<file path="config.mk">
export PLATFORM = sky130hd
export DESIGN_NAME = oaram_compressor
export DESIGN_NICKNAME = d
export VERILOG_FILES = /design/src/rtl/oaram_compressor.sv
export SDC_FILE = /design/constraint.sdc
export NUM_CORES = 1
export LEC_CHECK = 0
export CAP_MARGIN = 20
export CELL_PAD_IN_SITES_DETAIL_PLACEMENT = 1
export CELL_PAD_IN_SITES_GLOBAL_PLACEMENT = 1
export CORE_MARGIN = 2
export CORE_UTILIZATION = 30
export CTS_BUF_LIST = sky130_fd_sc_hd__clkbuf_16
export DETAILED_ROUTE_END_ITERATION = 8
export PLACE_DENSITY_LB_ADDON = 0.1
export SYNTH_ARGS = -nofsm -noshare
export SYNTH_HDL_FRONTEND = slang
export SYNTH_SLANG_ARGS = --single-unit
</file>
<file path="constraint.sdc">
create_clock -name clk -period 10 [get_ports clk]
set_input_delay 1 -clock clk [delete_from_list [all_inputs] [get_ports clk]]
set_output_delay 1 -clock clk [all_outputs]
set_load 0.05 [all_outputs]
</file>
<file path="src/rtl/oaram_compressor.sv">
// oaram_compressor
// Drains the banked post-accumulation output buffer once a channel group has
// finished, quantises each element (ReLU, arithmetic right shift, saturation to
// the selected bitwidth) and writes zero-run-length encoded activations into
// the output activation RAM.
//
// Ports:
//   clk, reset_n            clock, synchronous active-low reset
//   start                   begins a drain when idle
//   bitwidth, shift         quantisation mode and shift, captured at start
//   buffer_bank_read/entry  output-buffer read address (from registered idx)
//   buffer_data_read        buffer data, valid one cycle after the address
//   oaram_value/indices_value/address/write_enable, oaram_ready
//                           OARAM write port with ready/valid handshake
//   busy, done, overflow    status; overflow is sticky until the next start
//   entry_count             number of entries written by the current/last drain
//
// State | Meaning
// IDLE  | waiting for start
// READ  | buffer address for idx presented
// PROC  | buffer data valid; quantise and decide whether to emit
// WRITE | OARAM write pending until oaram_ready
// DONE  | one-cycle done pulse

module oaram_compressor #(
    parameter int RAM_WIDTH   = 10,
    parameter int BANK_COUNT  = 32,
    parameter int ENTRY_DEPTH = 4,
    parameter int INDEX_WIDTH = 4,
    parameter int ACC_WIDTH   = 24
) (
    input  logic                           clk,
    input  logic                           reset_n,
    input  logic                           start,
    input  logic [1:0]                     bitwidth,
    input  logic [4:0]                     shift,
    output logic [$clog2(BANK_COUNT)-1:0]  buffer_bank_read,
    output logic [$clog2(ENTRY_DEPTH)-1:0] buffer_bank_entry,
    input  logic [ACC_WIDTH-1:0]           buffer_data_read,
    output logic [7:0]                     oaram_value,
    output logic [INDEX_WIDTH-1:0]         oaram_indices_value,
    output logic [RAM_WIDTH-1:0]           oaram_address,
    output logic                           oaram_write_enable,
    input  logic                           oaram_ready,
    output logic                           busy,
    output logic                           done,
    output logic                           overflow,
    output logic [RAM_WIDTH:0]             entry_count
);

    localparam int N       = BANK_COUNT * ENTRY_DEPTH;
    localparam int IDX_W   = $clog2(N);
    localparam int BANK_W  = $clog2(BANK_COUNT);
    localparam int ENTRY_W = $clog2(ENTRY_DEPTH);

    typedef enum logic [2:0] {
        S_IDLE,
        S_READ,
        S_PROC,
        S_WRITE,
        S_DONE
    } state_t;

    state_t                 state_q, state_d;
    logic [IDX_W-1:0]       idx_q, idx_d;
    logic [INDEX_WIDTH-1:0] run_q, run_d;
    logic [1:0]             bw_q, bw_d;
    logic [4:0]             shift_q, shift_d;
    logic [7:0]             value_q, value_d;
    logic [INDEX_WIDTH-1:0] index_q, index_d;
    logic [RAM_WIDTH-1:0]   addr_q, addr_d;
    logic                   we_q, we_d;
    logic                   ovf_q, ovf_d;
    logic [RAM_WIDTH:0]     cnt_q, cnt_d;

    logic [31:0]            idx_ext;
    logic                   idx_last;
    logic [ACC_WIDTH-1:0]   relu_shr;
    logic [7:0]             maxq;
    logic [7:0]             q;

    assign idx_ext           = 32'(idx_q);
    assign buffer_bank_read  = BANK_W'(idx_ext % 32'(BANK_COUNT));
    assign buffer_bank_entry = ENTRY_W'(idx_ext / 32'(BANK_COUNT));
    assign idx_last          = (idx_q == IDX_W'(N - 1));

    // Negative data clamps to zero, so a logical shift of the surviving
    // non-negative value is identical to the arithmetic shift.
    always_comb begin
        relu_shr = '0;
        if (!buffer_data_read[ACC_WIDTH-1]) begin
            relu_shr = buffer_data_read >> shift_q;
        end
        case (bw_q)
            2'b00:   maxq = 8'd3;
            2'b01:   maxq = 8'd15;
            default: maxq = 8'd255;
        endcase
        if (relu_shr > {{(ACC_WIDTH-8){1'b0}}, maxq}) begin
            q = maxq;
        end else begin
            q = relu_shr[7:0];
        end
    end

    always_comb begin
        state_d = state_q;
        idx_d   = idx_q;
        run_d   = run_q;
        bw_d    = bw_q;
        shift_d = shift_q;
        value_d = value_q;
        index_d = index_q;
        addr_d  = addr_q;
        we_d    = we_q;
        ovf_d   = ovf_q;
        cnt_d   = cnt_q;
        case (state_q)
            S_IDLE: begin
                if (start) begin
                    bw_d    = bitwidth;
                    shift_d = shift;
                    idx_d   = '0;
                    run_d   = '0;
                    addr_d  = '0;
                    cnt_d   = '0;
                    ovf_d   = 1'b0;
                    state_d = S_READ;
                end
            end
            S_READ: begin
                state_d = S_PROC;
            end
            S_PROC: begin
                if (q != 8'd0) begin
                    value_d = q;
                    index_d = run_q;
                    we_d    = 1'b1;
                    run_d   = '0;
                    state_d = S_WRITE;
                end else if (run_q == {INDEX_WIDTH{1'b1}}) begin
                    // Saturated run: emit a zero-valued entry carrying MAXRUN.
                    value_d = 8'd0;
                    index_d = run_q;
                    we_d    = 1'b1;
                    run_d   = '0;
                    state_d = S_WRITE;
                end else begin
                    run_d = run_q + 1'b1;
                    if (idx_last) begin
                        state_d = S_DONE;
                    end else begin
                        idx_d   = idx_q + 1'b1;
                        state_d = S_READ;
                    end
                end
            end
            S_WRITE: begin
                if (oaram_ready) begin
                    we_d  = 1'b0;
                    cnt_d = cnt_q + 1'b1;
                    if (addr_q == {RAM_WIDTH{1'b1}}) begin
                        // RAM full: stop without wrapping the address.
                        ovf_d   = 1'b1;
                        state_d = S_DONE;
                    end else begin
                        addr_d = addr_q + 1'b1;
                        if (idx_last) begin
                            state_d = S_DONE;
                        end else begin
                            idx_d   = idx_q + 1'b1;
                            state_d = S_READ;
                        end
                    end
                end
            end
            S_DONE: begin
                state_d = S_IDLE;
            end
            default: begin
                state_d = S_IDLE;
            end
        endcase
    end

    always_ff @(posedge clk) begin
        if (!reset_n) begin
            state_q <= S_IDLE;
            idx_q   <= '0;
            run_q   <= '0;
            bw_q    <= '0;
            shift_q <= '0;
            value_q <= '0;
            index_q <= '0;
            addr_q  <= '0;
            we_q    <= 1'b0;
            ovf_q   <= 1'b0;
            cnt_q   <= '0;
        end else begin
            state_q <= state_d;
            idx_q   <= idx_d;
            run_q   <= run_d;
            bw_q    <= bw_d;
            shift_q <= shift_d;
            value_q <= value_d;
            index_q <= index_d;
            addr_q  <= addr_d;
            we_q    <= we_d;
            ovf_q   <= ovf_d;
            cnt_q   <= cnt_d;
        end
    end

    assign oaram_value         = value_q;
    assign oaram_indices_value = index_q;
    assign oaram_address       = addr_q;
    assign oaram_write_enable  = we_q;
    assign overflow            = ovf_q;
    assign entry_count         = cnt_q;
    assign busy                = (state_q != S_IDLE);
    assign done                = (state_q == S_DONE);

endmodule

</file>
# Word-level counts from Yosys, hierarchy flattened
# Index checks and enable logic that the tools add are counted.
# totals
reg_bits,56
inputBits,35
# classes
addsub,4
order_cmp,1
eq_ne,15
n_shift,1
mux,40
n_reduce_logical,18
# ops
op,n
$mux W7,6
$mux W10,3
$gt A24 B8 Y1,1
$mux W24,1
$mux W8,3
$shr A24 B5 Y24,1
$mux W11,2
$pmux W11 S2,1
$pmux W7 S3,1
$mux W4,5
$pmux W10 S2,1
$mux W3,6
$pmux W8 S2,1
$ne A2 B2 Y1 const B,6
$pmux W3 S4,1
$add A11 B1 Y11 const B,1
$add A10 B1 Y10 const B,1
$eq A10 B10 Y1 const B,1
$pmux W4 S2,1
$reduce_and A2 Y1,4
$reduce_and A4 Y1,2
$reduce_bool A2 Y1,4
$reduce_bool A8 Y1,1
$add A7 B1 Y7 const B,1
other kinds (15),24

# Longest topological paths before layout
# depth
word_depth,7
ltp_mapped,17
depth_no_buf,13

# Worst setup path after synthesis
# Ideal clock, no wire load.
# synth_timing
kind,input -> register
from,input buffer_data_read[12]
to,register index_q[3] (netlist: oaram_indices_value[3])
setup_time_ps,116
arrival_time_ps,3899
setup_slack_ps,5985
stages,13
path_buffers,1
cell_sequence,mux4_2 nor3_1 a31oi_1 nor2b_1 o21a_1 ha_1 a21oi_1 a21boi_0 or3_1 a2111o_1 o21a_1 buf_6 o211a_1
# synth_between
elab_chain_cells,7
word_cells_on_any_way,8
# synth_rtl
element,line,rtl
"start, declared",39,"input logic [ACC_WIDTH-1:0] buffer_data_read,"
$shr A24 B5 Y24 *,92,relu_shr = buffer_data_read >> shift_q;
$mux W24 *,91,if (!buffer_data_read[ACC_WIDTH-1]) begin
$gt A24 B8 Y1,99,"if (relu_shr > {{(ACC_WIDTH-8){1'b0}}, maxq}) begin"
$mux W8 *,99,
$reduce_bool A8 Y1 *,135,if (q != 8'd0) begin
$reduce_bool A2 Y1 (no source line),--,
$reduce_and A2 Y1 (no source line),--,
"end signal, assigned",206,index_q <= index_d;
"end, declared",70,"logic [INDEX_WIDTH-1:0] index_q, index_d;"
# Every way passes the cells marked *; elsewhere a longest branch is shown, timed or not.
# A chain may end at the register's enable or synchronous reset.

# Worst setup path in the final report
# layout_timing
from,input buffer_data_read[16]
to,register we_q (netlist: oaram_write_enable)
# layout_between
elab_chain_cells,7
word_cells_on_any_way,9
# layout_rtl
element,line,rtl
$shr A24 B5 Y24 *,92,
$mux W24 *,91,
$gt A24 B8 Y1,99,
$mux W8 *,99,
$reduce_bool A8 Y1 *,135,
$ne A3 B3 Y1 (no source line) or $mux W1 (tied branches),--,
$reduce_and A3 Y1 (no source line) or $pmux W1 S2 (tied branches),--,
"end signal, assigned",208,we_q <= we_d;
"end, declared",72,"logic we_q, we_d;"
# Marks and branches as above.

==> out/metrics.yaml <==
status: "finished clean"
syn2layout_area_growth_pct: 24.8
power_density_mw_per_mm2: 163
synth_cell_types: 61
n_antenna_cell: 0
p_seq_share_pct: 30.0
timing.fmax_mhz: 215
fin_nets: 635
cts_inserted_buffers: 5
timing.final.crit_period_ps: 4650
wirelength_um: 13600
hold_ws_ps: 462
initial_core_util_pct: 30.6
postCtsSetupBuffers: 0
setup_viol: 0
dp_slack_ps: 5040
dp_cells: 763
dieArea_sq_mm: 0.0150
ys_seq_elements: 56
grt_pass1_wl_um: 21900
cts.sinks: 56
synth_area_leader_cell: "dfxtp_1"
cts_buffer_depth: 2
gp_congestion: 0.890
synth-edff-count: 0
antenna_found_initial: 0
endpoint_kind: "flop"
yosysWarnings: 0
core.rowCount: 43
synth.area.mux_share_pct: 16.4
critPathSlowestCell: "clkdlybuf4s50_1"
tns_ps: 0
p_sw_uw: 356
cp_data_arrival_time_ps: 4850
worst_skew_pair.late_latency_ps: 300
die_h_um: 123
root_buffer: "clkbuf_16"
cpPeakStageDelay_ps: 550
detail-route-antenna-nets: 0
ys_top_cells_by_area: "dfxtp_1 27%, mux2i_1 7.6%, nand2_1 6.4%"
synth-main-ff-cell: "dfxtp_1"
crit_chain: "clkdlybuf4s50_1 > mux4_2 > mux2i_1 > nor2_1 > or3_4 > ha_1 > a21oi_1 > nor2_1 > or3_1 > a2111o_1 > o21a_1 > o211a_1"
leakagePower_nw: 1.85
grt_max_degree: 45
tightest_slew_ps: 944
combinationalPowerShare_pct: 46.2
crit_required_ps: 10200
drv_cap: 0
power.internal_uw: 502
synth_top_cell_area_share_pct: 26.5
synthSimpleGateAreaFrac_pct: 25.1
min_period_over_period_pct: 46.5
synth_top_family_by_area: "simple AND/OR/NAND/NOR gates"
startpoint_type: "input port"
grt_usage_pct: 18.2
hpwl_um: 10400
synthCells: 533
swShare_pct: 41.5
drt_iter0_drc: 193
final_cells: 771
setup_slack_ps: 5350
io_buffers: 78
path_max_fanout: 9
postSynthAreaPerCell_sq_um: 7.93
syn_nets: 578
worst-setup-path-type: "input port to flop"
path_clk_slew_ps: 70
ir_worst_vdd_mv: 0.117
grt.overflow.total: 0
skew_ps: 8.97
h-tree-depth: 2
hold_path_class: "flop to flop"
synth_area_sq_mm: 0.00423
cp_common_cell: "nor2_1"
nFillCells: 1669
cts.hold.buffers_added: 0
wl_per_cell_um: 17.6
die_x_um: 123
cts_tree: "done"
coreArea_sq_mm: 0.0138
slew_violations: 0
dr.pass1.iters: 4
grt_pass1_vias: 4158
async_flop_share_pct: 0
io_pins: 79
viasPerCell: 5.49
cts_resized: 0
rsz0062_at_grt: "no"
synthAdderAreaFrac_pct: 2.96
hold_viol: 0
utilization_pct: 38.1
synth_compound_area_share_pct: 20.4
p_clk_share_pct: 23.8
num_vias: 4234
drive_gt1_share_pct: 7.95
drcViolationCount: 0
slew_headroom_pct: 36.9
ys_seq_area_share_pct: 26.5
synth_xor_area_share_pct: 3.11
## path summary, 6_finish.rpt
path | start | to | slack, ps | cells past startpoint
min reg2reg | bw_q[0] | bw_q[0] | 460 | 2
max reg2reg | shift_q[1] | oaram_write_enable | 5480 | 13
max | buffer_data_read[16] | oaram_write_enable | 5350 | 12
min | bw_q[0] | bw_q[0] | 460 | 2
## layout by cell type, fill, tap and decap left out, drive strengths merged, types with 4 or more instances in the layout
cell,count
nand4,14
a31oi,6
o221ai,5
nand2b,6
and3,10
nand2,72
a21oi,37
or3,11
o21ai,19
mux4,8
nor2,44
mux2i,32
clkbuf,5
nor2b,6
nand3,24
buf,6
inv,14
a21o,4
ha,10
nor3,11
o21a,5
a211oi,4
o211a,4
o211ai,7
clkdlybuf4s50,78
o22ai,11
mux2,17
xor2,13
dfxtp,56
## cell usage after synthesis, types with 5 or more instances
library cell	instances
a21oi_1	37
a31oi_1	6
and3_1	10
buf_2	9
clkbuf_1	18
dfxtp_1	56
ha_1	10
inv_1	14
mux2_2	17
mux2i_1	32
mux4_2	8
nand2_1	72
nand2b_1	6
nand3_1	24
nand4_1	14
nor2_1	44
nor2b_1	6
nor3_1	11
o211ai_1	6
o21a_1	5
o21ai_0	18
o221ai_1	5
o22ai_1	11
or3_1	10
xor2_1	13
## kinds of logic (layout without fill, tap and decap cells)
kind of cell / after synthesis / count (layout)
AO/OA/AOI/OAI: 128 / 128
XOR/XNOR: 15 / 15
adder cells (fa/ha/maj): 10 / 10
buffers and inverters: 50 / 108
flip-flops: 56 / 56
multiplexers: 57 / 57
AND/OR/NAND/NOR: 217 / 217
## layer usage
metal / wire length, um / track usage, % / up-vias / share of wire, %
met2: 6160 / 28.2 / 80 / 45
li1: - / - / 2080 / -
met1: 6700 / 26.4 / 2062 / 49
met5: 0 / 0 / - / 0
met4: 146 / 4.24 / 0 / 1.1
met3: 561 / 2.97 / 12 / 4.1
## final cells by class
type / instances / area (sq um) / share of cell area, %
flip-flops and latches: 56 / 1120 / 21.3
clock buffers: 5 / 125 / 2.37
repair buffers: 84 / 826 / 15.7
well taps: 180 / 225 / 4.27
clock inverters: 3 / 42.5 / 0.807
multi-input cells: 427 / 2870 / 54.5
inverters: 16 / 60.1 / 1.14
## through the flow
stage               cell area (sq um)  power [mW]
floorplan                        4230       0.547
global placement                 5100       0.652
detailed placement               5100       0.658
CTS                              5270       0.867
global route                     5270       0.914
finish                           5270       0.858
## flip-flops by register name, summed over array words and instances, names as in the netlist
register and count:
oaram_indices_value 4, oaram_address 10, bw_q 2, state_q 3, shift_q 5, oaram_value 8, entry_count 11, overflow 1
run_q 4, oaram_write_enable 1, idx_q 7
## worst max-delay path: cells and delay by family
family                     cells  cell delay [ps]
AOI/OAI and AO/OA              4             1310
and+or+nand+nor                4              930
muxes                          2              720
buffers and inverters          1              550
adders and majority gates      1              320
## power by group through the flow
| stage | registers (mW) | clock network, mW | logic [mW] |
|---|---|---|---|
| final | 0.257 | 0.204 | 0.396 |
| after global routing | 0.261 | 0.218 | 0.434 |
| after CTS | 0.258 | 0.212 | 0.397 |
| after detailed placement | 0.262 | 0 | 0.395 |
| after global placement | 0.263 | 0 | 0.390 |
| after floorplan | 0.280 | 0 | 0.267 |
(Power assumes the default switching activity.)
